`src/rtl/qbus_mscp_regs.sv`:
```
// Qbus slave register window for N_CTRL MSCP controllers (IR/SA pairs) plus a host-side event/mask/SA view.
// Optional macro QBUS_REPLY_DELAY_EN holds BRPLYg off for REPLY_DELAY clocks inside REPLY.
module qbus_mscp_regs #(
  parameter int          N_CTRL      = 2,
  parameter logic [21:0] QADDR_BASE  = 22'o17772150,
  parameter int          SYNC_STAGES = 2,
  parameter int          REPLY_DELAY = 3
) (
  input  logic        clock,
  input  logic        reset,
  input  logic [21:0] BDALf_IN,
  input  logic        BSYNCf,
  input  logic        BDINf,
  input  logic        BDOUTf,
  input  logic        BWTBTf,
  input  logic        BBS7f,
  input  logic        BINITf,
  output logic [21:0] BDALf_OUT,
  output logic [21:0] BDALf_OE,
  output logic        Outbound,
  output logic        BRPLYg,
  input  logic [2:0]  h_addr,
  input  logic        h_rd,
  input  logic        h_wr,
  input  logic [15:0] h_wdata,
  input  logic [1:0]  h_be,
  output logic [15:0] h_rdata,
  output logic        h_rvalid,
  output logic        irq
);

  if (N_CTRL < 1 || N_CTRL > 4 || SYNC_STAGES < 2 || SYNC_STAGES > 3 ||
      REPLY_DELAY < 0 || REPLY_DELAY > 255) begin : g_bad_param
    $error("qbus_mscp_regs: parameter out of range");
  end

  typedef enum logic [2:0] {S_IDLE, S_ADDR, S_SEL, S_MISS, S_READ, S_WRITE, S_REPLY} state_t;

  localparam logic [2:0] NCH = 3'(N_CTRL);

  state_t      state_q, state_d;
  logic [3:0]  sync_pipe [SYNC_STAGES];
  logic        sync_a, din_a, dout_a, binit_a;
  logic [12:0] offset;
  logic        addr_hit;
  logic [1:0]  ch_q;
  logic        reg_q, byte_q, rd_q;
  logic        reply_on, drive;
  logic [3:0]  ev_q   [4];
  logic [3:0]  mask_q [4];
  logic [15:0] sa_status  [4];
  logic [15:0] sa_address [4];
  logic [3:0]  ev_set [4];
  logic        ev_clr [4];
  logic [1:0]  h_ch;
  logic        h_ok, irq_d;
  logic        unused_bdal;

  // Strobes are packed {BINIT, DOUT, DIN, SYNC}; negated (high) out of reset.
  always_ff @(posedge clock) begin
    if (reset) begin
      for (int i = 0; i < SYNC_STAGES; i++) sync_pipe[i] <= 4'hF;
    end else begin
      sync_pipe[0] <= {BINITf, BDOUTf, BDINf, BSYNCf};
      for (int i = 1; i < SYNC_STAGES; i++) sync_pipe[i] <= sync_pipe[i-1];
    end
  end

  assign sync_a  = ~sync_pipe[SYNC_STAGES-1][0];
  assign din_a   = ~sync_pipe[SYNC_STAGES-1][1];
  assign dout_a  = ~sync_pipe[SYNC_STAGES-1][2];
  assign binit_a = ~sync_pipe[SYNC_STAGES-1][3];

  // Addresses below the base wrap to large offsets and therefore miss.
  assign offset      = ~BDALf_IN[12:0] - QADDR_BASE[12:0];
  assign addr_hit    = ~BBS7f && (offset < 13'(4 * N_CTRL));
  assign unused_bdal = ^BDALf_IN[21:16];

  always_comb begin
    state_d = state_q;
    if (binit_a) begin
      state_d = S_IDLE;
    end else if (state_q != S_IDLE && !sync_a) begin
      state_d = S_IDLE;
    end else begin
      case (state_q)
        S_IDLE:  if (sync_a) state_d = S_ADDR;
        S_ADDR:  state_d = addr_hit ? S_SEL : S_MISS;
        S_SEL:   if (din_a) state_d = S_READ; else if (dout_a) state_d = S_WRITE;
        S_READ:  state_d = S_REPLY;
        S_WRITE: state_d = S_REPLY;
        S_REPLY: if (reply_on && !din_a && !dout_a) state_d = S_SEL;
        default: ;
      endcase
    end
  end

  always_ff @(posedge clock) begin
    if (reset) begin
      state_q <= S_IDLE;
      ch_q    <= '0;
      reg_q   <= 1'b0;
      byte_q  <= 1'b0;
      rd_q    <= 1'b0;
    end else begin
      state_q <= state_d;
      if (state_q == S_ADDR) {ch_q, reg_q, byte_q} <= offset[3:0];
      if (state_q == S_SEL)  rd_q <= din_a;
    end
  end

`ifdef QBUS_REPLY_DELAY_EN
  localparam logic [7:0] RD = 8'(REPLY_DELAY);
  logic [7:0] dly_q;

  always_ff @(posedge clock) begin
    if (reset)                   dly_q <= RD;
    else if (state_q != S_REPLY) dly_q <= RD;
    else if (dly_q != 8'd0)      dly_q <= dly_q - 8'd1;
  end

  assign reply_on = (dly_q == 8'd0);
`else
  assign reply_on = 1'b1;
`endif

  assign drive     = (state_q == S_READ) || (state_q == S_REPLY && rd_q);
  assign BDALf_OE  = drive ? 22'h3FFFFF : 22'h0;
  assign Outbound  = drive;
  assign BDALf_OUT = (drive && reg_q) ? {6'b0, sa_status[ch_q]} : 22'h0;
  assign BRPLYg    = (state_q == S_REPLY) && reply_on;

  assign h_ch = h_addr[2:1];
  assign h_ok = {1'b0, h_ch} < NCH;

  // Event bits per channel: [0] ir_read, [1] ir_written, [2] sa_read, [3] sa_written.
  always_comb begin
    irq_d = 1'b0;
    for (int i = 0; i < 4; i++) begin
      ev_set[i] = 4'b0;
      ev_clr[i] = h_rd && !h_addr[0] && (h_ch == 2'(i));
      if (ch_q == 2'(i)) begin
        if (state_q == S_READ)       ev_set[i] = reg_q ? 4'b0100 : 4'b0001;
        else if (state_q == S_WRITE) ev_set[i] = reg_q ? 4'b1000 : 4'b0010;
      end
      irq_d = irq_d | (|(ev_q[i] & mask_q[i]));
    end
  end

  always_ff @(posedge clock) begin
    if (reset) begin
      for (int i = 0; i < 4; i++) begin
        ev_q[i]       <= '0;
        mask_q[i]     <= '0;
        sa_status[i]  <= '0;
        sa_address[i] <= '0;
      end
      h_rdata  <= '0;
      h_rvalid <= 1'b0;
      irq      <= 1'b0;
    end else begin
      h_rvalid <= h_rd;
      h_rdata  <= '0;
      if (h_rd && h_ok)
        h_rdata <= h_addr[0] ? sa_address[h_ch] : {8'b0, mask_q[h_ch], ev_q[h_ch]};
      irq <= irq_d;
      for (int i = 0; i < 4; i++) begin
        if (i < N_CTRL) begin
          // A set arriving with the host clear survives it.
          ev_q[i] <= binit_a ? 4'b0 : ((ev_q[i] & {4{~ev_clr[i]}}) | ev_set[i]);
          if (h_wr && h_ok && h_ch == 2'(i)) begin
            if (!h_addr[0] && h_be[0]) mask_q[i] <= h_wdata[7:4];
            if (h_addr[0] && h_be[0])  sa_status[i][7:0]  <= h_wdata[7:0];
            if (h_addr[0] && h_be[1])  sa_status[i][15:8] <= h_wdata[15:8];
          end
          if (binit_a) begin
            sa_address[i] <= '0;
          end else if (state_q == S_WRITE && reg_q && ch_q == 2'(i)) begin
            if (!BWTBTf || !byte_q) sa_address[i][7:0]  <= ~BDALf_IN[7:0];
            if (!BWTBTf || byte_q)  sa_address[i][15:8] <= ~BDALf_IN[15:8];
          end
        end
      end
    end
  end

endmodule

```
`config.mk`:
```
export PLATFORM = sky130hd
export DESIGN_NAME = qbus_mscp_regs
export DESIGN_NICKNAME = d
export VERILOG_FILES = /design/src/rtl/qbus_mscp_regs.sv
export SDC_FILE = /design/constraint.sdc
export NUM_CORES = 1
export LEC_CHECK = 0
export CAP_MARGIN = 40
export CORE_ASPECT_RATIO = 1.4
export CORE_MARGIN = 4
export CORE_UTILIZATION = 45
export DETAILED_ROUTE_END_ITERATION = 16
export PLACE_DENSITY = 0.73
export SLEW_MARGIN = 40
export SYNTH_ARGS = -nofsm -noshare
export SYNTH_HDL_FRONTEND = slang
export SYNTH_SLANG_ARGS = --single-unit
```
`constraint.sdc`:
```
create_clock -name clock -period 3.2 [get_ports clock]
set_clock_uncertainty 0.15 [all_clocks]
set_input_delay 0.8 -clock clock [delete_from_list [all_inputs] [get_ports clock]]
set_output_delay 0.8 -clock clock [all_outputs]
set_load 0.03 [all_outputs]
```
==> flow_summary.json, run 1 <==
{
  "outcome": "finished, final reports clean",
  "p_leak_nw": 2.47,
  "cts_tree": "done",
  "critical_path_class": "reg2out",
  "yosysTopAreaCell": "edfxtp_1",
  "hold_viol": 0,
  "hold_buffers": 0,
  "synth-edff-count": 72,
  "area_growth_pct": 32.2,
  "tns_ps": 0,
  "yosysUniqueCellTypes": 50,
  "crit_arrival_ps": 2100,
  "overflow": 0,
  "postRouteAntennaNets": 0,
  "syn_area_per_cell_um2": 12.2,
  "vias": 3267,
  "grt_max_degree": 26,
  "grt_pass1_vias": 3339,
  "cts_buffers": 17,
  "muxShareOfSynthArea_pct": 8.45,
  "finalSetupViolations": 0,
  "cts_setup_buffers": 0,
  "rsz0062_at_grt": "false",
  "grt_pass1_wl_um": 16600,
  "drt_iter0_markers": 126,
  "rows": 45,
  "max_cap_viol_count": 0,
  "stdcell_area_mm2": 0.00662,
  "synth_xor_area_share_pct": 0.175,
  "cts.sinks": 116,
  "dieHeight_um": 133,
  "synthFlopType": "edfxtp_1",
  "ir_drop_mv": 0.388,
  "drive_above_1_share_pct": 17.4,
  "viasPerCell": 4.96,
  "wl_per_cell_um": 15.7,
  "worst_ep_required_time_ps": 2250,
  "critical_path_peak_fanout": 23,
  "yosysSeqAreaShare_pct": 60.8,
  "die_w_um": 97.1,
  "pin_count": 117,
  "synth_top_family_by_area": "simple AND/OR/NAND/NOR gates",
  "min_period_over_period_pct": 95.2,
  "grt.total_usage_pct": 16.6,
  "gp_congestion": 0.780,
  "synth.cell_area_mm2": 0.00501,
  "synth_area_leaders": "edfxtp_1 (43%), dfxtp_1 (18%), mux2i_1 (8.0%)",
  "crit_chain": "nand2b_2, a21oi_2, buf_4, clkdlybuf4s50_1",
  "hold_class": "reg2reg",
  "core_mm2": 0.0109,
  "antenna_found_initial": 0,
  "dp.final_hpwl_um": 7620,
  "timing.fmax_mhz": 328,
  "path_delay_family": "buffers and inverters",
  "ctsResizeCount": 1,
  "clock_path_buffers": 2,
  "cts.clk_slew.worst_paths_ps": 50,
  "endpoint_kind": "output port",
  "critPathSlowestCell": "clkdlybuf4s50_1",
  "start_util_pct": 46.1,
  "antenna_cells": 0,
  "synth_warnings": 0,
  "drt-total-wl_um": 10400,
  "synth-compound-area-share_pct": 5.65,
  "post-route-min-period_ps": 3050,
  "synthSimpleGateAreaFrac_pct": 18.8,
  "io_buffers": 104,
  "dr.pass1.iters": 4,
  "drc_errors": 0,
  "cts_root_buf": "clkbuf_16",
  "crit_buf_inv": 2,
  "syn_inst": 412,
  "cp-start-kind": "register",
  "async_reset_ff_share_pct": 0,
  "cpPeakStageDelay_ps": 720,
  "clk_latency_ps": 410,
  "htree_levels": 4,
  "dpl_cell_area_mm2": 0.00598,
  "final_max_slew_viol_count": 0,
  "final_nets": 558,
  "synth_fa_ha_area_share_pct": 0,
  "fp.dieArea_mm2": 0.0129,
  "powerDensity_mw_per_mm2": 589,
  "synth-seq-cells": 116,
  "synth_top_area_share_pct": 43.2
}
==> metal layers <==
metal	GRT usage (%)	share of wire (%)	up-vias
li1	-	-	1606
met1	18.5	39	1553
met2	28.8	53	92
met3	4.96	5.4	16
met4	7.88	2.3	0
met5	0	0	-
==> cell usage after synthesis, types with 2 or more instances <==
master	instances
and2_1	37
nor2_4	2
nand3_1	2
a21oi_1	3
nor2_1	75
clkbuf_1	2
mux2i_1	40
a22oi_1	6
a211oi_1	5
o22ai_1	8
inv_1	3
dfxtp_1	44
a21oi_2	3
nand3b_1	3
nand2_4	2
nand2_1	9
nor2b_1	4
nand2_2	2
o21bai_1	2
buf_4	33
a31o_2	4
and3_4	2
or2_2	8
nor3b_1	2
buf_2	5
and3b_1	2
and2_2	4
nand2b_1	2
edfxtp_1	72
nor3_1	3
a32oi_1	4
==> logic make-up after synthesis <==
kind of cell           count (synthesis)
AO/OA/AOI/OAI                         38
buffers and inverters                 44
flip-flops                           116
other                                  1
XOR/XNOR                               1
AND/OR/NAND/NOR                      171
multiplexers                          41
==> area by class of cell <==
cell class,instances,area [µm²]
clock buffer,17,425
clock inverter,15,213
fill,861,4250
inverter,3,11.3
multi-input combinational,257,1680
sequential,116,3040
tap,141,176
timing repair buffer,110,1070
==> worst paths after layout <==
check | cells after the start | from | slack (ps) | to
min | 1 | sync_pipe[0][0] | 250 | sync_pipe[0][4]
max | 4 | state_q[0] | 150 | BDALf_OE[1]
min reg2reg | 1 | sync_pipe[0][0] | 250 | sync_pipe[0][4]
max reg2reg | 4 | reg_q | 1300 | sa_address[1][8]
==> worst register-to-register path: stages, from the launching register on <==
cell     delay [ps]
dfxtp_1         400
nor2b_1         290
and3_4          270
nand2_2         130
nand2_1         320
==> cells in the final DEF, fill, tap and decap left out, drive strengths merged <==
master         Yosys  layout
a32oi              4       4
nand4              1       1
clkinv             0       6
nor4b              1       1
clkdlybuf4s50      0      88
dfxtp             44      44
mux2i             40      40
and3b              3       3
nor2b              5       5
nand3b             4       4
clkbuf             2      17
or3b               1       1
nor2              78      78
a211o              1       1
bufinv             0       5
mux4               1       1
or2                8       8
and3               2       2
edfxtp            72      72
buf               39      22
o21bai             2       2
and2              41      41
inv                3       3
clkinvlp           0       4
a21oi              6       6
conb               1       6
a22oi              6       6
and4b              1       1
nor3               4       4
nand2             13      13
nor3b              3       3
a41oi              1       1
a31oi              1       1
o22ai              8       8
a31o               4       4
nand2b             3       3
nand3              2       2
and2b              1       1
a211oi             5       5
xnor2              1       1
==> metrics by stage <==
step	power, mW	setup WS [ps]	std cells	utilization, %	hold slack (ps)
after floorplan	1.81	52.2	417	-	239
after global placement	1.91	481	627	55.0	243
after detailed placement	1.92	415	627	55.0	243
after CTS	3.93	106	659	60.9	254
after global routing	4.03	4.60	659	60.9	277
final	3.90	152	659	60.9	254
==> flip-flops by register name, summed over array words and instances, names as in the netlist, 2 cells and up, named ones only <==
signal and flops:
sa_address 32, sa_status 32, h_rdata 16, ev_q 8
mask_q 8, sync_pipe 8, state_q 3, ch_q 2
==> power by group <==
group          internal [mW]  switching [mW]
registers               1.65          0.0215
logic                  0.102           0.114
clock network           1.37           0.647
total                   3.12           0.783
(Power assumes the default switching activity.)
==> run 2: changes to the inputs <==
Settings changed: CAP_MARGIN 40 to not set, HOLD_SLACK_MARGIN set to 0.02, SETUP_SLACK_MARGIN set to 0.4.
==> run 2 against run 1 <==
Effect of this change:
- maximum frequency grew 10%
- sequential share of layout area rose by 0.66 points
- flip-flop and latch count is the same
- design area down 1.4%
- critical path type unchanged
- largest cell class unchanged
==> flow_summary.json, run 2 (synthesis gave the netlist of run 1 again) <==
{
  "endpoint_kind": "output port",
  "timing.fmax_mhz": 361,
  "max_cap_viol_count": 0,
  "dieHeight_um": 133,
  "cp-start-kind": "register",
  "pin_count": 117,
  "critical_path_class": "reg2out",
  "stdcell_count": 659,
  "clock_path_buffers": 2,
  "overflow": 0,
  "start_util_pct": 46.1,
  "tns_ps": 0,
  "drive_above_1_share_pct": 17.0,
  "hold_buffers": 0,
  "final_nets": 558,
  "cts.clk_slew.worst_paths_ps": 50,
  "worst_ep_required_time_ps": 2250,
  "cts_buffers": 17,
  "p_leak_nw": 2.58,
  "top_regs": "sa_address (32), sa_status (32), h_rdata (16)",
  "ir_drop_mv": 0.560,
  "dp_cells": 627,
  "gp_congestion": 0.792,
  "grt.total_usage_pct": 17.1,
  "met2_usage_pct": 30.7,
  "drt-total-wl_um": 10500,
  "wl_per_cell_um": 15.9,
  "rows": 45,
  "core_mm2": 0.0109,
  "grt_pass1_wl_um": 17100,
  "area_growth_pct": 30.4,
  "antenna_found_initial": 0,
  "final_max_slew_viol_count": 0,
  "dp.final_hpwl_um": 7710,
  "grt_max_degree": 26,
  "io_buffers": 104,
  "most-common-layout-cells": "nor2_1 (74), edfxtp_1 (72), clkdlybuf4s50_1 (64)",
  "vias": 3275,
  "antenna_cells": 0,
  "ctsResizeCount": 27,
  "fillers": 874,
  "min_period_over_period_pct": 86.5,
  "fp.dieArea_mm2": 0.0129,
  "die_w_um": 97.1,
  "top_usage_layer": "met2",
  "drc_errors": 0,
  "finalSetupViolations": 0,
  "critical_path_peak_fanout": 23,
  "outcome": "finished, final reports clean",
  "gr-usage-met1_pct": 18.2,
  "crit_arrival_ps": 1820,
  "rsz0062_at_grt": "true",
  "cts_root_buf": "clkbuf_16",
  "cts_setup_buffers": 0,
  "grt_pass1_vias": 3386,
  "final_common_cell": "nor2_1",
  "drt_iter0_markers": 120,
  "use_met3_pct": 5.33,
  "clk_latency_ps": 410,
  "cts.sinks": 116,
  "postRouteAntennaNets": 0,
  "dr.pass1.iters": 4,
  "htree_levels": 4,
  "post-route-min-period_ps": 2770,
  "powerDensity_mw_per_mm2": 568,
  "cts_tree": "done",
  "hold_viol": 0,
  "hold_class": "reg2reg",
  "viasPerCell": 4.97
}
-- run 2: changes by cell type in the layout (fill, tap and decap cells not counted), sizes merged --
cell / delta
clkdlybuf4s50: -24
dlygate4sd2: +19
clkbuf: +4
clkdlybuf4s15: +3
clkinv: +3
clkinvlp: -3
bufinv: -2
-- run 2: critical path, cell delays in order (launching register included) --
cell           delay, ps
dfxtp_1              340
nand2b_2             220
a21oi_4              170
buf_4                240
dlygate4sd2_1        440
-- run 2: power breakdown --
part,switching [mW],internal (mW)
clock network,0.619,1.20
logic,0.115,0.102
registers,0.0220,1.65
-- run 2: through the flow --
| stage | hold slack [ps] | utilization (%) | area (µm²) | total power [mW] | setup WS, ps |
|---|---|---|---|---|---|
| 6_report | 254 | 60.1 | 6530 | 3.71 | 432 |
| 3_3_place_gp | 242 | 55.0 | 5980 | 1.91 | 485 |
| 5_1_grt | 278 | 60.1 | 6530 | 3.84 | 330 |
| 2_1_floorplan | 239 | - | 5030 | 1.81 | 357 |
| 4_1_cts | 256 | 60.1 | 6530 | 3.74 | 401 |
| 3_5_place_dp | 245 | 55.0 | 5980 | 1.92 | 426 |
-- run 2: path summary, 6_finish.rpt --
check	from	endpoint	slack, ps	cells past startpoint
min	sync_pipe[0][3]	sync_pipe[0][7]	250	1
min reg2reg	sync_pipe[0][3]	sync_pipe[0][7]	250	1
max	state_q[0]	BDALf_OE[21]	430	4
max reg2reg	reg_q	sa_address[1][13]	1240	4
-- run 2: area by class of cell --
cell class	count	area, µm²	share of cell area [%]
multi-input cells	257	1700	26.0
repair buffers	110	1020	15.7
inverters	3	11.3	0.172
clock inverters	13	140	2.15
flip-flops and latches	116	3050	46.6
clock buffers	19	433	6.63
well taps	141	176	2.70
-- run 2: per-layer routing --
layer / vias up / wire length (µm)
li1: 1601 / -
met1: 1563 / 4000
met2: 94 / 5660
met3: 17 / 602
met4: 0 / 219
met5: - / 0
==> run 3: changes to the inputs <==
Settings changed: ABC_CLOCK_PERIOD_IN_PS set to 2860.
Clock period 3.2 ns to 2.86 ns, I/O delays scaled along.
==> run 3 against run 2 <==
Effect of this change:
- global-route usage about the same
- final cell count up 1.5%
- via count up 2.8%
- critical path depth up 3
- design area up 6.4%
- non-clock buffer count up 10
- utilization up 3.9 points
- routed wire length up 2.6%
- register-to-register slack worse by 340 ps
- die area unchanged
- hold slack about the same
- count of clock-buffer cells in the layout up 3
==> flow_summary.json, run 3 (synthesis gave the netlist of run 1 again) <==
{
  "outcome": "finished, final reports clean",
  "p_clk_share_pct": 49.8,
  "endpoint_kind": "output port",
  "top_regs": "sa_address (32), sa_status (32), h_rdata (16)",
  "overflow": 0,
  "grt_max_degree": 26,
  "dp.final_hpwl_um": 7390,
  "wl_per_cell_um": 16.1,
  "postRouteAntennaNets": 0,
  "dp_cells": 628,
  "gp_congestion": 0.801,
  "fp.dieArea_mm2": 0.0129,
  "hold_viol": 0,
  "switching_share_pct": 20.3,
  "antenna_cells": 0,
  "drt-total-wl_um": 10800,
  "drive_above_1_share_pct": 26.5,
  "fillers": 805,
  "finalSetupViolations": 0,
  "most-common-layout-cells": "edfxtp_1 (72), clkdlybuf4s50_1 (64), nor2_1 (59)",
  "max_cap_viol_count": 0,
  "stdcell_area_mm2": 0.00695,
  "start_util_pct": 46.1,
  "p_switching_mw": 0.855,
  "clock_path_buffers": 2,
  "grt_pass1_wl_um": 17100,
  "dieHeight_um": 133,
  "area_growth_pct": 38.8,
  "pin_count": 117,
  "io_buffers": 104,
  "startpoint": "state_q[0]",
  "tns_ps": 0,
  "critical_path_peak_fanout": 5,
  "cts_buffers": 17,
  "hold_path_startpoint": "sync_pipe[0][0]",
  "grt.total_usage_pct": 17.0,
  "vias": 3368,
  "final_max_slew_viol_count": 0,
  "critical_path_class": "reg2out",
  "crit_arrival_ps": 1740,
  "die_w_um": 97.1,
  "stdcell_count": 669,
  "cts.clk_slew.worst_paths_ps": 50,
  "viasPerCell": 5.03,
  "antenna_found_initial": 0,
  "ir_drop_mv": 0.472,
  "powerDensity_mw_per_mm2": 607,
  "drt_iter0_markers": 153,
  "final_nets": 568,
  "cts_tree": "done",
  "p_comb_share_pct": 6.0,
  "post-route-min-period_ps": 2610,
  "hold_buffers": 0,
  "cts.sinks": 116,
  "drc_errors": 0,
  "clk_latency_ps": 400,
  "worst_ep_required_time_ps": 2000,
  "cts_root_buf": "clkbuf_16",
  "dpl_cell_area_mm2": 0.00609,
  "intPower_mw": 3.37,
  "r2r_start": "reg_q",
  "grt_pass1_vias": 3380,
  "seq_power_share_pct": 44.3,
  "timing.fmax_mhz": 384,
  "hold_class": "reg2reg",
  "cp-start-kind": "register",
  "utilization_pct": 63.9,
  "htree_levels": 4,
  "core_mm2": 0.0109,
  "final_common_cell": "edfxtp_1",
  "min_period_over_period_pct": 91.1,
  "dr.pass1.iters": 4,
  "p_leak_nw": 2.66,
  "finalPower_mw": 4.22,
  "rows": 45,
  "rsz0062_at_grt": "true"
}
[run 3: worst paths after layout]
path                       end  slack [ps]  cells after the start
max              BDALf_OUT[14]         250                      7
min            sync_pipe[0][4]         250                      1
max reg2reg  sa_address[0][14]         900                      4
min reg2reg    sync_pipe[0][4]         250                      1
[run 3: per-stage QoR]
stage | hold slack, ps | worst slack (ps)
6_report | 254 | 254
5_1_grt | 266 | 191
4_1_cts | 257 | 236
3_5_place_dp | 246 | 233
3_3_place_gp | 242 | 283
2_1_floorplan | 239 | 366
[run 3: timing repair]
action,CTS,global route
cloned,2,0
pin swaps,6,0
gates resized for setup,137,73
setup buffers,6,1
endpoints found under the setup margin,40,38
[run 3: area by class of cell]
class	count	area [µm²]	share of cell area, %
Sequential cell	116	3050	43.9
Multi-Input combinational cell	257	1820	26.2
Timing Repair Buffer	120	1290	18.6
Clock buffer	22	464	6.68
Tap cell	141	176	2.54
Clock inverter	10	133	1.91
Inverter	3	11.3	0.162
[run 3: critical path: stages, from the launching register on]
cell and delay, ps:
dfxtp_4 340, nand2b_4 140, a21oi_4 140, buf_12 120
nand3b_4 150, buf_16 200, nor2_4 100, buf_6 140
[run 3: metal layers]
metal | share of wire, % | vias up | GRT usage (%) | wire length (µm)
met5 | 0 | - | 0 | 0
met4 | 2.2 | 0 | 8.27 | 236
met3 | 6.7 | 15 | 5.06 | 723
met2 | 54 | 114 | 30.0 | 5750
met1 | 38 | 1608 | 18.7 | 4040
li1 | - | 1631 | - | -
[run 3: power groups by stage]
| stage | clock, mW | combinational (mW) | sequential, mW |
|---|---|---|---|
| after detailed placement | 0 | 0.248 | 1.90 |
| after global routing | 2.23 | 0.271 | 1.87 |
| final | 2.10 | 0.251 | 1.87 |
| after floorplan | 0 | 0.133 | 1.90 |
| after global placement | 0 | 0.245 | 1.90 |
| after CTS | 2.14 | 0.253 | 1.87 |
